### src/rtl/pill_sched_pkg.sv
// Shared encodings and helpers for the pill dose scheduler and its per-channel engine.
package pill_sched_pkg;

   typedef enum logic [1:0] {
      G_STOPPED = 2'd0,
      G_RUNNING = 2'd1,
      G_PAUSED  = 2'd2
   } globalState_t;

   typedef enum logic [1:0] {
      CH_IDLE  = 2'd0,
      CH_COUNT = 2'd1,
      CH_DUE   = 2'd2
   } chState_t;

   localparam int DEFAULT_GRACE = 4;

   // Index/counter width that never collapses to zero bits.
   function automatic int clog2Min1(input int value);
      return (value <= 2) ? 1 : $clog2(value);
   endfunction

endpackage

### src/rtl/pill_channel.sv
// One dose channel: counts the interval down, holds the dose due for a grace window,
// then records a miss and restarts. Acknowledge in DUE reloads the schedule.
module pill_channel
   import pill_sched_pkg::*;
#(
   parameter int CNT_W  = 8,
   parameter int MISS_W = 4,
   parameter int GRACE  = DEFAULT_GRACE
) (
   input  logic              clk,
   input  logic              reset,
   input  logic              tick_en,
   input  logic              load,
   input  logic              ack,
   input  logic [CNT_W-1:0]  interval,
   output logic              due,
   output logic [CNT_W-1:0]  remaining,
   output logic [MISS_W-1:0] missed,
   output logic              miss_pulse,
   output chState_t          dbgState
);

   localparam int GRACE_W = clog2Min1(GRACE + 1);

   chState_t            state, stateNext;
   logic [GRACE_W-1:0]  grace, graceNext;
   logic [CNT_W-1:0]    remNext;
   logic [MISS_W-1:0]   missedNext;
   logic                dueNext, pulseNext;

   always_ff @(posedge clk) begin
      if (reset) begin
         state      <= CH_IDLE;
         grace      <= '0;
         remaining  <= '0;
         missed     <= '0;
         due        <= 1'b0;
         miss_pulse <= 1'b0;
      end else begin
         state      <= stateNext;
         grace      <= graceNext;
         remaining  <= remNext;
         missed     <= missedNext;
         due        <= dueNext;
         miss_pulse <= pulseNext;
      end
   end

   // An acknowledge beats a grace expiry arriving on the same clock.
   always_comb begin
      stateNext  = state;
      graceNext  = grace;
      remNext    = remaining;
      missedNext = missed;
      dueNext    = due;
      pulseNext  = 1'b0;
      if (load) begin
         dueNext   = 1'b0;
         graceNext = '0;
         if (interval != '0) begin
            stateNext = CH_COUNT;
            remNext   = interval;
         end else begin
            stateNext = CH_IDLE;
            remNext   = '0;
         end
      end else if (ack && state == CH_DUE) begin
         stateNext = CH_COUNT;
         remNext   = interval;
         dueNext   = 1'b0;
         graceNext = '0;
      end else if (tick_en) begin
         case (state)
            CH_COUNT: begin
               if (remaining <= CNT_W'(1)) begin
                  remNext   = '0;
                  stateNext = CH_DUE;
                  dueNext   = 1'b1;
                  graceNext = GRACE_W'(GRACE);
               end else begin
                  remNext = remaining - CNT_W'(1);
               end
            end
            CH_DUE: begin
               if (grace <= GRACE_W'(1)) begin
                  graceNext = '0;
                  stateNext = CH_COUNT;
                  dueNext   = 1'b0;
                  remNext   = interval;
                  pulseNext = 1'b1;
                  if (missed != {MISS_W{1'b1}}) missedNext = missed + MISS_W'(1);
               end else begin
                  graceNext = grace - GRACE_W'(1);
               end
            end
            default: ;
         endcase
      end
   end

   assign dbgState = state;

endmodule

### src/rtl/pill_dose_scheduler.sv
// N-channel dose scheduler: global run/pause control, interval configuration,
// acknowledge decode and lowest-index miss reporting around per-channel engines.
module pill_dose_scheduler
   import pill_sched_pkg::*;
#(
   parameter int N_PILLS   = 3,
   parameter int CNT_W     = 8,
   parameter int MISS_W    = 4,
   parameter int GRACE     = DEFAULT_GRACE,
   localparam int ID_W     = clog2Min1(N_PILLS)
) (
   input  logic                      clk,
   input  logic                      reset,
   input  logic                      tick,
   input  logic                      start,
   input  logic                      pause,
   input  logic                      cfg_we,
   input  logic [ID_W-1:0]           cfg_id,
   input  logic [CNT_W-1:0]          cfg_interval,
   input  logic                      taken,
   input  logic [ID_W-1:0]           taken_id,
   output logic                      running,
   output logic [N_PILLS-1:0]        due,
   output logic                      alert,
   output logic [N_PILLS*CNT_W-1:0]  remaining,
   output logic [N_PILLS*MISS_W-1:0] missed_cnt,
   output logic                      miss_evt,
   output logic [ID_W-1:0]           miss_id,
   output globalState_t              dbgState,
   output logic [2*N_PILLS-1:0]      dbgChState
);

   globalState_t     state, stateNext;
   logic [CNT_W-1:0] intervalReg [N_PILLS];
   logic [N_PILLS-1:0] ackVec, missPulse;
   chState_t         chState [N_PILLS];
   logic             loadAll, tickEn;

   always_ff @(posedge clk) begin
      if (reset) state <= G_STOPPED;
      else       state <= stateNext;
   end

   // Only a reset returns the scheduler to STOPPED.
   always_comb begin
      stateNext = state;
      case (state)
         G_STOPPED: if (start) stateNext = G_RUNNING;
         G_RUNNING: if (pause) stateNext = G_PAUSED;
         G_PAUSED:  if (start) stateNext = G_RUNNING;
         default:   stateNext = G_STOPPED;
      endcase
   end

   assign running  = (state == G_RUNNING);
   assign loadAll  = (state == G_STOPPED) && start;
   assign tickEn   = running && tick;
   assign dbgState = state;

   always_ff @(posedge clk) begin
      if (reset) begin
         for (int i = 0; i < N_PILLS; i++) intervalReg[i] <= '0;
      end else if (state == G_STOPPED && cfg_we) begin
         for (int i = 0; i < N_PILLS; i++)
            if (cfg_id == ID_W'(i)) intervalReg[i] <= cfg_interval;
      end
   end

   always_comb begin
      ackVec = '0;
      for (int i = 0; i < N_PILLS; i++)
         ackVec[i] = taken && (state != G_STOPPED) && (taken_id == ID_W'(i));
   end

   genvar g;
   generate
      for (g = 0; g < N_PILLS; g++) begin : gen_ch
         pill_channel #(
            .CNT_W  (CNT_W),
            .MISS_W (MISS_W),
            .GRACE  (GRACE)
         ) u_ch (
            .clk        (clk),
            .reset      (reset),
            .tick_en    (tickEn),
            .load       (loadAll),
            .ack        (ackVec[g]),
            .interval   (intervalReg[g]),
            .due        (due[g]),
            .remaining  (remaining[g*CNT_W +: CNT_W]),
            .missed     (missed_cnt[g*MISS_W +: MISS_W]),
            .miss_pulse (missPulse[g]),
            .dbgState   (chState[g])
         );
         assign dbgChState[g*2 +: 2] = chState[g];
      end
   endgenerate

   assign alert    = |due;
   assign miss_evt = |missPulse;

   always_comb begin
      miss_id = '0;
      for (int i = N_PILLS - 1; i >= 0; i--)
         if (missPulse[i]) miss_id = ID_W'(i);
   end

endmodule

### config.mk
export PLATFORM = sky130hd
export DESIGN_NAME = pill_dose_scheduler
export DESIGN_NICKNAME = d
export VERILOG_FILES = /design/src/rtl/pill_sched_pkg.sv /design/src/rtl/pill_channel.sv /design/src/rtl/pill_dose_scheduler.sv
export SDC_FILE = /design/constraint.sdc
export NUM_CORES = 1
export LEC_CHECK = 0
export BUFFER_PORTS_ARGS = -buffer_cell sky130_fd_sc_hd__buf_2
export CORE_ASPECT_RATIO = 0.7
export CORE_UTILIZATION = 45
export CTS_BUF_LIST = sky130_fd_sc_hd__clkbuf_16
export DETAILED_ROUTE_END_ITERATION = 10
export PLACE_DENSITY = 0.66
export SLEW_MARGIN = 20
export SYNTH_ARGS = -nofsm -noshare
export SYNTH_HDL_FRONTEND = slang
export SYNTH_SLANG_ARGS = --single-unit
### constraint.sdc
create_clock -name clk -period 2.62 [get_ports clk]
set_clock_uncertainty 0.05 [all_clocks]
set_input_delay 0.524 -clock clk [delete_from_list [all_inputs] [get_ports clk]]
set_output_delay 0.524 -clock clk [all_outputs]
set_load 0.03 [all_outputs]
# == After elaboration in Yosys (flattened, before gate mapping) ==
# Memories as Yosys holds them, arrays and structs flattened.
# Cells that the tools add are included.
# classes
eq_ne,29
n_bitwise,11
magnitude_cmp,6
n_mux,86
add_sub_neg,9
n_reduce_logical,51
# op_table
op,n
$mux 8,21
$pmux 8 s2,3
$mux 2,20
$mux 1,26
$le 8x1->1 const B,3
$reduce_and 4->1,6
$reduce_bool 8->1,3
$sub 8x1->8 const B,3
$ne 4x4->1 const B,5
$mux 3,6
$pmux 3 s2,3
$reduce_and 3->1,6
$reduce_and 6->1,3
$pmux 2 s2,4
$reduce_or 3->1,5
$reduce_or 5->1,3
$add 4x1->4 const B,3
$eq 2x1->1 const B,6
$eq 2x2->1 const B,6
$reduce_bool 4->1,3
$logic_and 1x1->1,10
$le 3x1->1 const B,3
$reduce_bool 3->1,3
$sub 3x1->3 const B,3
other kinds (12),35
# totals
regBits,59
ram_bits,24
output_inout_bits,52
input_bits,19
word_cells,212
mem_count,1
# memory_table
name,words,word_bits,rd,rd_ports_with_merged_regs,write_ports,line,text
intervalReg,3,8,3,0,3,pill_dose_scheduler.sv:34,logic [CNT_W-1:0] intervalReg [N_PILLS];

# == Longest topological paths before layout ==
# Gate-level depths: netlist of run 1.
# depth
ltp_word,6
depth_mapped,9
depth_no_buf,7

# == Cells and area by module ==
# From an unflattened synthesis of run 1, not the netlist that was laid out.
# unflattened
hier_cells,519
hier_area_um2,4839.6
# by_module_without_submodules
mod,instances,seq_area_each_um2,area_per_inst_um2,cells_each
pill_channel (gen_ch[2].u_ch),1,380.4,1311.3,154
pill_channel (gen_ch[1].u_ch),1,380.4,1290.0,148
pill_channel (gen_ch[0].u_ch),1,380.4,1177.4,149
pill_dose_scheduler,1,760.7,1061.0,68

# == Worst setup path before layout of run 1 ==
# No wires, ideal clock.
# synth_path
kind,reg-to-reg
startpoint,reg gen_ch[0].u_ch.remaining[0]
endpoint,reg gen_ch[0].u_ch.state[1]
required_ns,2.442
arrival_time_ns,2.109
synth_period_minus_slack_ns,2.287
n_path_buf,0
setup_slack_ns,0.333
setup_ns,0.128
path_stages_with_launch,8
cell_sequence,dfxtp_1 -> inv_1 -> ha_1 -> or2_2 -> a31o_2 -> a311oi_1 -> mux2i_1 -> nor2_1
# synth_via
elab_chain_cells,3
# synth_rtl
element,line,text
start: declaration,pill_channel.sv:17,"output logic [CNT_W-1:0] remaining,"
start signal: assignment,pill_channel.sv:42,remaining <= remNext;
$le 8x1->1,pill_channel.sv:75,if (remaining <= CNT_W'(1)) begin
$ne 4x1->1 (no line),n/a,
$reduce_and 4->1 (no line),n/a,
end signal: assignment,pill_channel.sv:40,state <= stateNext;
end: declaration,pill_channel.sv:25,"chState_t state, stateNext;"
# Every way passes these cells.
# A chain may end at the register's enable or synchronous reset.

# == Final worst setup path of run 1 ==
# layout_path
startpoint,reg gen_ch[2].u_ch.remaining[0]
endpoint,reg gen_ch[2].u_ch.remaining[4]
# layout_via
elab_chain_cells,6
elab_cells_between_ends,7
# layout_rtl
element,line,text
start: declaration,pill_channel.sv:17,
start signal: assignment,pill_channel.sv:42,
$sub 8x1->8 / $le 8x1->1 (equally long branches),"pill_channel.sv:81, pill_channel.sv:75",
$mux 8 (*),pill_channel.sv:75,
$pmux 8 s2 (*),pill_channel.sv:73,case (state)
$mux 8 (*),pill_channel.sv:72,end else if (tick_en) begin
$mux 8 (*),pill_channel.sv:67,end else if (ack && state == CH_DUE) begin
$mux 8 (*),pill_channel.sv:57,if (load) begin
# Mark *: on every way between the ends. The rest lies on a longest branch, timed or not. The select of a mux whose other input is x is not followed.

==> flow_summary.json, run 1 <==
{
  "status": "completed",
  "cts_htree_levels": 3,
  "p_leak_uw": 0.00221,
  "core_area_mm2": 0.00987,
  "finalCritPeriodShare_pct": 85.0,
  "relSlewSlack_pct": 50.1,
  "grt_max_degree": 24,
  "cts_tree": "yes",
  "min_path_type": "in2reg",
  "crit_path_max_fanout": 6,
  "postCtsSetupBuffers": 0,
  "antenna_left": 0,
  "syn_inst": 517,
  "critical_path.cell_chain": "inv_1 -> ha_1 -> or2_0 -> a311oi_1 -> nand4b_1 -> a21o_1 -> a21oi_1",
  "grtUsageTotal_pct": 22.3,
  "rows": 30,
  "synth_xor_area_share_pct": 0.754,
  "required_ps": 2840,
  "cts_inserted_buffers": 9,
  "gr-total-overflow": 0,
  "path_delay_family": "compound AO/OA/AOI/OAI gates",
  "path_clk_slew_ps": 60,
  "ys_seq_area_share_pct": 40.9,
  "start_util_pct": 47.0,
  "worstSkewPairLatency_ps": 340,
  "synth-simple-area-share_pct": 21.7,
  "wl_um": 11500,
  "power.density_mw_per_mm2": 659,
  "cts_hold_buf": 0,
  "die_h_um": 87,
  "cts_resized": 0,
  "cap_violations": 0,
  "drt-initial-drc-count": 255,
  "critPathArrivalTime_ps": 2450,
  "fin_nets": 628,
  "worstSetupPathType": "reg2reg",
  "ys.flop_type": "dfxtp_1",
  "yosys_warnings": 0,
  "rsz0062_at_grt": "no",
  "ir_drop_mv": 0.352,
  "clock_sinks": 83,
  "synth_area_per_cell_um2": 8.98,
  "dp_hpwl_um": 8550,
  "fin_crit_ps": 2230,
  "place_ws_ps": 414,
  "wire_per_inst_um": 15.9,
  "n_antenna_cell": 0,
  "cp-startpoint": "gen_ch[2].u_ch.remaining[0]",
  "ys_seq_elements": 83,
  "worst_setup_path_end_kind": "register",
  "syn2layout_area_growth_pct": 16.7,
  "syn_nets": 557,
  "ios": 71,
  "drt-pass1-iter-count": 5,
  "grt_pass1_vias": 3613,
  "fmax_ghz": 0.449,
  "die_area_mm2": 0.0107,
  "io_buffers": 70,
  "grt_pass1_wl_um": 18400,
  "cp-start-kind": "register",
  "min_from": "pause",
  "ys_types": 71,
  "antenna_found_initial": 0,
  "setup_ws_ps": 394,
  "syn_area_mm2": 0.00464,
  "hold_viol_final": 0,
  "synth-edff-count": 24,
  "tightest_slew_ps": 742,
  "drive_gt1_share_pct": 20.4,
  "drc": 0,
  "synth_fa_ha_area_share_pct": 5.66,
  "max_stage_delay_ps": 560,
  "synth-compound-area-share_pct": 21.6,
  "gp_congestion": 0.862,
  "critical_path.slowest_cell": "a311oi_1",
  "cts.path.max_buffers": 2,
  "synth_top_family_by_area": "simple AND/OR/NAND/NOR gates",
  "vias": 4165,
  "finalSetupViolations": 0,
  "cp_num_buf_inv": 1,
  "slew_violations": 0,
  "synth_mux_area_share_pct": 3.56,
  "viasPerCell": 5.78,
  "finalSetupTns_ps": 0,
  "rr_startpoint": "gen_ch[2].u_ch.remaining[0]",
  "async_flop_share_pct": 0,
  "fp.dieW_um": 123,
  "root_buffer": "clkbuf_16"
}
[stage by stage]
| step | area [um^2] | instances | total power [uW] | hold slack (ps) | utilization [%] |
|---|---|---|---|---|---|
| after floorplan | 4640 | 517 | 2110 | 425 | - |
| after global placement | 5130 | 705 | 2340 | 432 | 52.0 |
| after detailed placement | 5130 | 705 | 2350 | 440 | 52.0 |
| after CTS | 5420 | 721 | 3570 | 403 | 54.9 |
| after global routing | 5420 | 721 | 3730 | 422 | 54.9 |
| final | 5420 | 721 | 3570 | 410 | 54.9 |
[worst reg2reg max path: stages, from the launching register on]
cell and delay [ps]:
dfxtp_1 370, inv_1 100, ha_1 280, or2_0 330, a311oi_1 560, nand4b_1 180
a21o_1 210, a21oi_1 100
[Yosys cell counts, types with 7 or more instances]
cell type,number,area (um^2)
o31ai_1,9,67.6
nor4_1,9,56.3
and2_1,10,62.6
a211oi_1,13,97.6
nor3_1,7,35.0
nand3_1,15,75.1
clkbuf_1,8,30.0
nor2_1,53,199
dfxtp_1,59,1180
edfxtp_1,24,721
mux2i_1,12,120
a21o_1,8,60.1
nor2b_1,9,56.3
buf_2,8,40.0
a21oi_1,38,190
ha_1,21,263
or3_1,7,43.8
inv_1,35,131
nand2_1,29,109
o21ai_0,34,170
[flip-flops by register name, indices dropped and copies added (netlist names)]
register,cells
gen_ch.u_ch.miss_pulse,3
gen_ch.u_ch.dbgState,6
gen_ch.u_ch.grace,9
gen_ch.u_ch.remaining,24
intervalReg,24
gen_ch.u_ch.missed,12
dbgState,2
gen_ch.u_ch.due,3
[cells in the final DEF, fill, tap and decap left out, drive strengths merged, types with 5 or more instances in the layout]
| cell type | count |
|---|---|
| o21ai | 36 |
| nor2b | 9 |
| nor3 | 8 |
| a21oi | 38 |
| or3 | 7 |
| o31ai | 9 |
| dfxtp | 59 |
| nand2b | 6 |
| nor2 | 53 |
| ha | 21 |
| nand2 | 29 |
| nand3 | 15 |
| a211oi | 13 |
| clkbuf | 9 |
| mux2i | 12 |
| or2 | 5 |
| nor4 | 11 |
| buf | 86 |
| a31oi | 5 |
| edfxtp | 24 |
| nand4 | 6 |
| a21o | 8 |
| and2 | 10 |
| inv | 38 |
[path summary, 6_finish.rpt]
path                                       to  slack, ps  cells after the start
setup / recovery  gen_ch[2].u_ch.remaining[4]        390                      7
hold / removal                    dbgState[1]        410                      3
setup reg to reg  gen_ch[2].u_ch.remaining[4]        390                      7
hold reg to reg    gen_ch[0].u_ch.dbgState[0]        440                      2
[layout make-up]
type,count,area (um^2)
Multi-Input combinational cell,373,2470
Sequential cell,83,1900
Tap cell,128,160
Inverter,35,131
Fill cell,908,4450
Clock inverter,7,61.3
Clock buffer,9,225
Timing Repair Buffer,86,470
[layer usage]
layer / track usage, % / vias to the layer above / part of all wire (%)
li1: - / 2038 / -
met4: 6.68 / 0 / 1.5
met2: 31.7 / 151 / 41
met5: 0 / - / 0
met3: 5.63 / 19 / 6.5
met1: 33.0 / 1957 / 51
[cells by family (layout without fill, tap and decap cells)]
group,after synthesis,after routing
xor+xnor,4,4
flops,83,83
fa+ha+maj,21,21
simple gates,183,183
compound gates,149,149
mux,16,16
buf+inv,61,137
[report_power, final]
| group | switching, uW | total [uW] | leakage, uW | internal (uW) |
|---|---|---|---|---|
| combinational | 557 | 874 | 0.00133 | 316 |
| clock | 499 | 1230 | 0.000148 | 728 |
| sequential | 73.1 | 1470 | 0.000728 | 1400 |
| total | 1130 | 3570 | 0.00221 | 2440 |
Power figures use the tool's default switching activity.
==> inputs of run 2 (changes only) <==
ABC_AREA = 1   (was unset)
PLACE_DENSITY = 0.68   (was 0.66)
clock period = 1.8 ns   (was 2.62 ns; I/O delays follow)
==> run 2 against run 1 <==
Net effect:
- non-clock buffer count fell by 1
- design area up 4.2%
- core utilization rose by 2.1 points
- largest cell class unchanged
- global-route usage is 0.28 points higher
- total power grew 65%
- first-iteration DRC count is 55% higher
- sequential cell count is the same
- clock power up 51%
- via count up 7.2%
- maximum frequency rose by 32%
==> flow_summary.json, run 2 <==
{
  "status": "completed",
  "path_delay_family": "simple AND/OR/NAND/NOR gates",
  "fmax_ghz": 0.595,
  "viasPerCell": 5.09,
  "mostFrequentLayoutCells": "nand2_1 (148), nor2_1 (109), inv_1 (78), buf_2 (70), dfxtp_1 (51)",
  "dpl-instance-area_mm2": 0.00524,
  "rows": 30,
  "synth_top_area_share_pct": 25.2,
  "fin_nets": 785,
  "min_from": "pause",
  "dp_hpwl_um": 9030,
  "cp-start-kind": "register",
  "hold_viol_final": 0,
  "synth_area_per_cell_um2": 7.11,
  "critical_path.slowest_cell": "dfxtp_1",
  "syn_inst": 660,
  "drive_gt1_share_pct": 21.3,
  "ir_drop_mv": 0.630,
  "stdcell_area_mm2": 0.00565,
  "max_stage_delay_ps": 380,
  "finalSetupViolations": 0,
  "tightest_slew_ps": 542,
  "p_switching_uw": 2120,
  "grtUsageTotal_pct": 22.6,
  "path_clk_slew_ps": 60,
  "rsz0062_at_grt": "yes",
  "synth_mux_area_share_pct": 0,
  "required_ps": 1990,
  "slew_violations": 0,
  "synth-edff-count": 24,
  "gr-total-overflow": 0,
  "p_comb_share_pct": 30.6,
  "min_path_type": "in2reg",
  "grt_pass1_vias": 3958,
  "p_int_uw": 3760,
  "seqPwrFrac_pct": 37.7,
  "cp_num_buf_inv": 1,
  "wire_per_inst_um": 13.3,
  "critPathArrivalTime_ps": 1870,
  "cts_inserted_buffers": 9,
  "relSlewSlack_pct": 63.8,
  "syn_area_mm2": 0.00469,
  "fp.dieW_um": 124,
  "ys_seq_elements": 83,
  "fin_crit_ps": 1680,
  "finalCritPeriodShare_pct": 93.4,
  "grt_pass1_wl_um": 18900,
  "ys_seq_area_share_pct": 40.6,
  "cap_violations": 0,
  "p_clk_share_pct": 31.7,
  "worstSkewPairLatency_ps": 340,
  "cts_htree_levels": 3,
  "synth-simple-area-share_pct": 31.7,
  "synth_fa_ha_area_share_pct": 5.60,
  "async_flop_share_pct": 0,
  "cts_tree": "yes",
  "drt-pass1-iter-count": 6,
  "syn2layout_area_growth_pct": 20.4,
  "regArea_mm2": 0.00191,
  "crit_path_max_fanout": 6,
  "ys.flop_type": "dfxtp_1",
  "ys_top_cells_by_count": "nand2_1 (156), nor2_1 (111), inv_1 (82)",
  "drt-initial-drc-count": 394,
  "root_buffer": "clkbuf_16",
  "synth-compound-area-share_pct": 9.87,
  "ys_types": 37,
  "vias": 4465,
  "fillers": 936,
  "die_area_mm2": 0.0108,
  "worst_setup_path_end_kind": "register",
  "n_antenna_cell": 0,
  "p_leak_uw": 0.00272,
  "ios": 71,
  "gp_congestion": 0.900,
  "die_h_um": 87.4,
  "critical_path.cell_chain": "ha_2 -> inv_1 -> a21oi_1 -> and2_2 -> nand2_1 -> o21ai_1 -> nor2_1",
  "synth_xor_area_share_pct": 3.55,
  "synth_top_cell_by_area": "dfxtp_1",
  "synth_top_family_by_area": "simple AND/OR/NAND/NOR gates",
  "worstSetupPathType": "reg2reg",
  "rr_startpoint": "gen_ch[1].u_ch.dbgState[1]",
  "yosys_warnings": 0,
  "p_sw_share_pct": 36.0,
  "synth_area_leaders": "dfxtp_1 (25%), edfxtp_1 (15%), nand2_1 (12%)",
  "start_util_pct": 47.3,
  "yosysMostFrequentCell": "nand2_1",
  "syn_nets": 700,
  "power.density_mw_per_mm2": 1040,
  "antenna_left": 0,
  "grt_max_degree": 21,
  "core_area_mm2": 0.00991,
  "layout_commonest_cell": "nand2_1",
  "finalSetupTns_ps": 0,
  "cts.path.max_buffers": 2,
  "top_regs": "gen_ch.u_ch.remaining x24, intervalReg x24, gen_ch.u_ch.missed x12",
  "drc": 0,
  "antenna_found_initial": 0,
  "io_buffers": 70,
  "wl_um": 11600,
  "clock_sinks": 83,
  "cp-startpoint": "gen_ch[1].u_ch.dbgState[1]",
  "multi_input_area_mm2": 0.00246
}
-- run 2: kinds of logic (layout without fill, tap and decap cells) --
family / count (synthesis) / in the layout
AOI/OAI and AO/OA: 87 / 87
xor gates and xnor gates: 19 / 19
adders and majority gates: 21 / 21
buffers and inverters: 103 / 193
DFF: 83 / 83
and+or+nand+nor: 347 / 347
-- run 2: metal layers --
layer	up-vias	GRT usage (%)	part of all wire [%]
li1	2276	-	-
met1	2036	32.4	49
met2	137	34.2	43
met3	16	4.78	6.3
met4	0	6.28	1.1
met5	-	0	0
-- run 2: area by class of cell --
type	instances	area share, %
clock buffers	9	3.99
clock inverters	7	1.37
inverters	92	6.20
multi-input cells	474	43.5
flip-flops and latches	83	33.9
well taps	128	2.84
repair buffers	85	8.20
-- run 2: final timing paths --
| check | to | slack, ps | cells past startpoint |
|---|---|---|---|
| worst max-delay path | gen_ch[1].u_ch.missed[2] | 120 | 7 |
| worst min-delay path | dbgState[0] | 230 | 4 |
| worst max register to register | gen_ch[1].u_ch.missed[2] | 120 | 7 |
| worst min register to register | gen_ch[0].u_ch.missed[3] | 430 | 2 |
-- run 2: power groups by stage --
stage	combinational, uW	sequential [uW]	clock (uW)
6_report	1800	2220	1860
5_1_grt	2010	2240	2000
4_1_cts	1720	2210	1910
3_5_place_dp	1710	2250	0
3_3_place_gp	1680	2250	0
2_1_floorplan	1090	2410	0
-- run 2: through the flow --
step	instances	hold slack (ps)	setup slack [ps]	power, uW	utilization [%]
2_1_floorplan	660	393	25.8	3500	-
3_3_place_gp	859	407	48.0	3930	52.8
3_5_place_dp	859	418	-1.42	3960	52.8
4_1_cts	875	227	13.7	5840	55.9
5_1_grt	878	236	-30.4	6240	57.0
6_report	878	232	119	5880	57.0
-- run 2: repair_timing --
| item | CTS | global route |
|---|---|---|
| resized for setup | 1 | 37 |
| setup endpoints to repair | 5 | 64 |
| setup buffers | 0 | 3 |
| hold buffers | 0 | 0 |
| pin swaps | 0 | 3 |
-- run 2: worst register-to-register path, stage by stage, from the launching register on --
cell	delay (ps)
dfxtp_1	380
ha_2	270
inv_1	100
a21oi_1	220
and2_2	260
nand2_1	100
o21ai_1	140
nor2_1	50
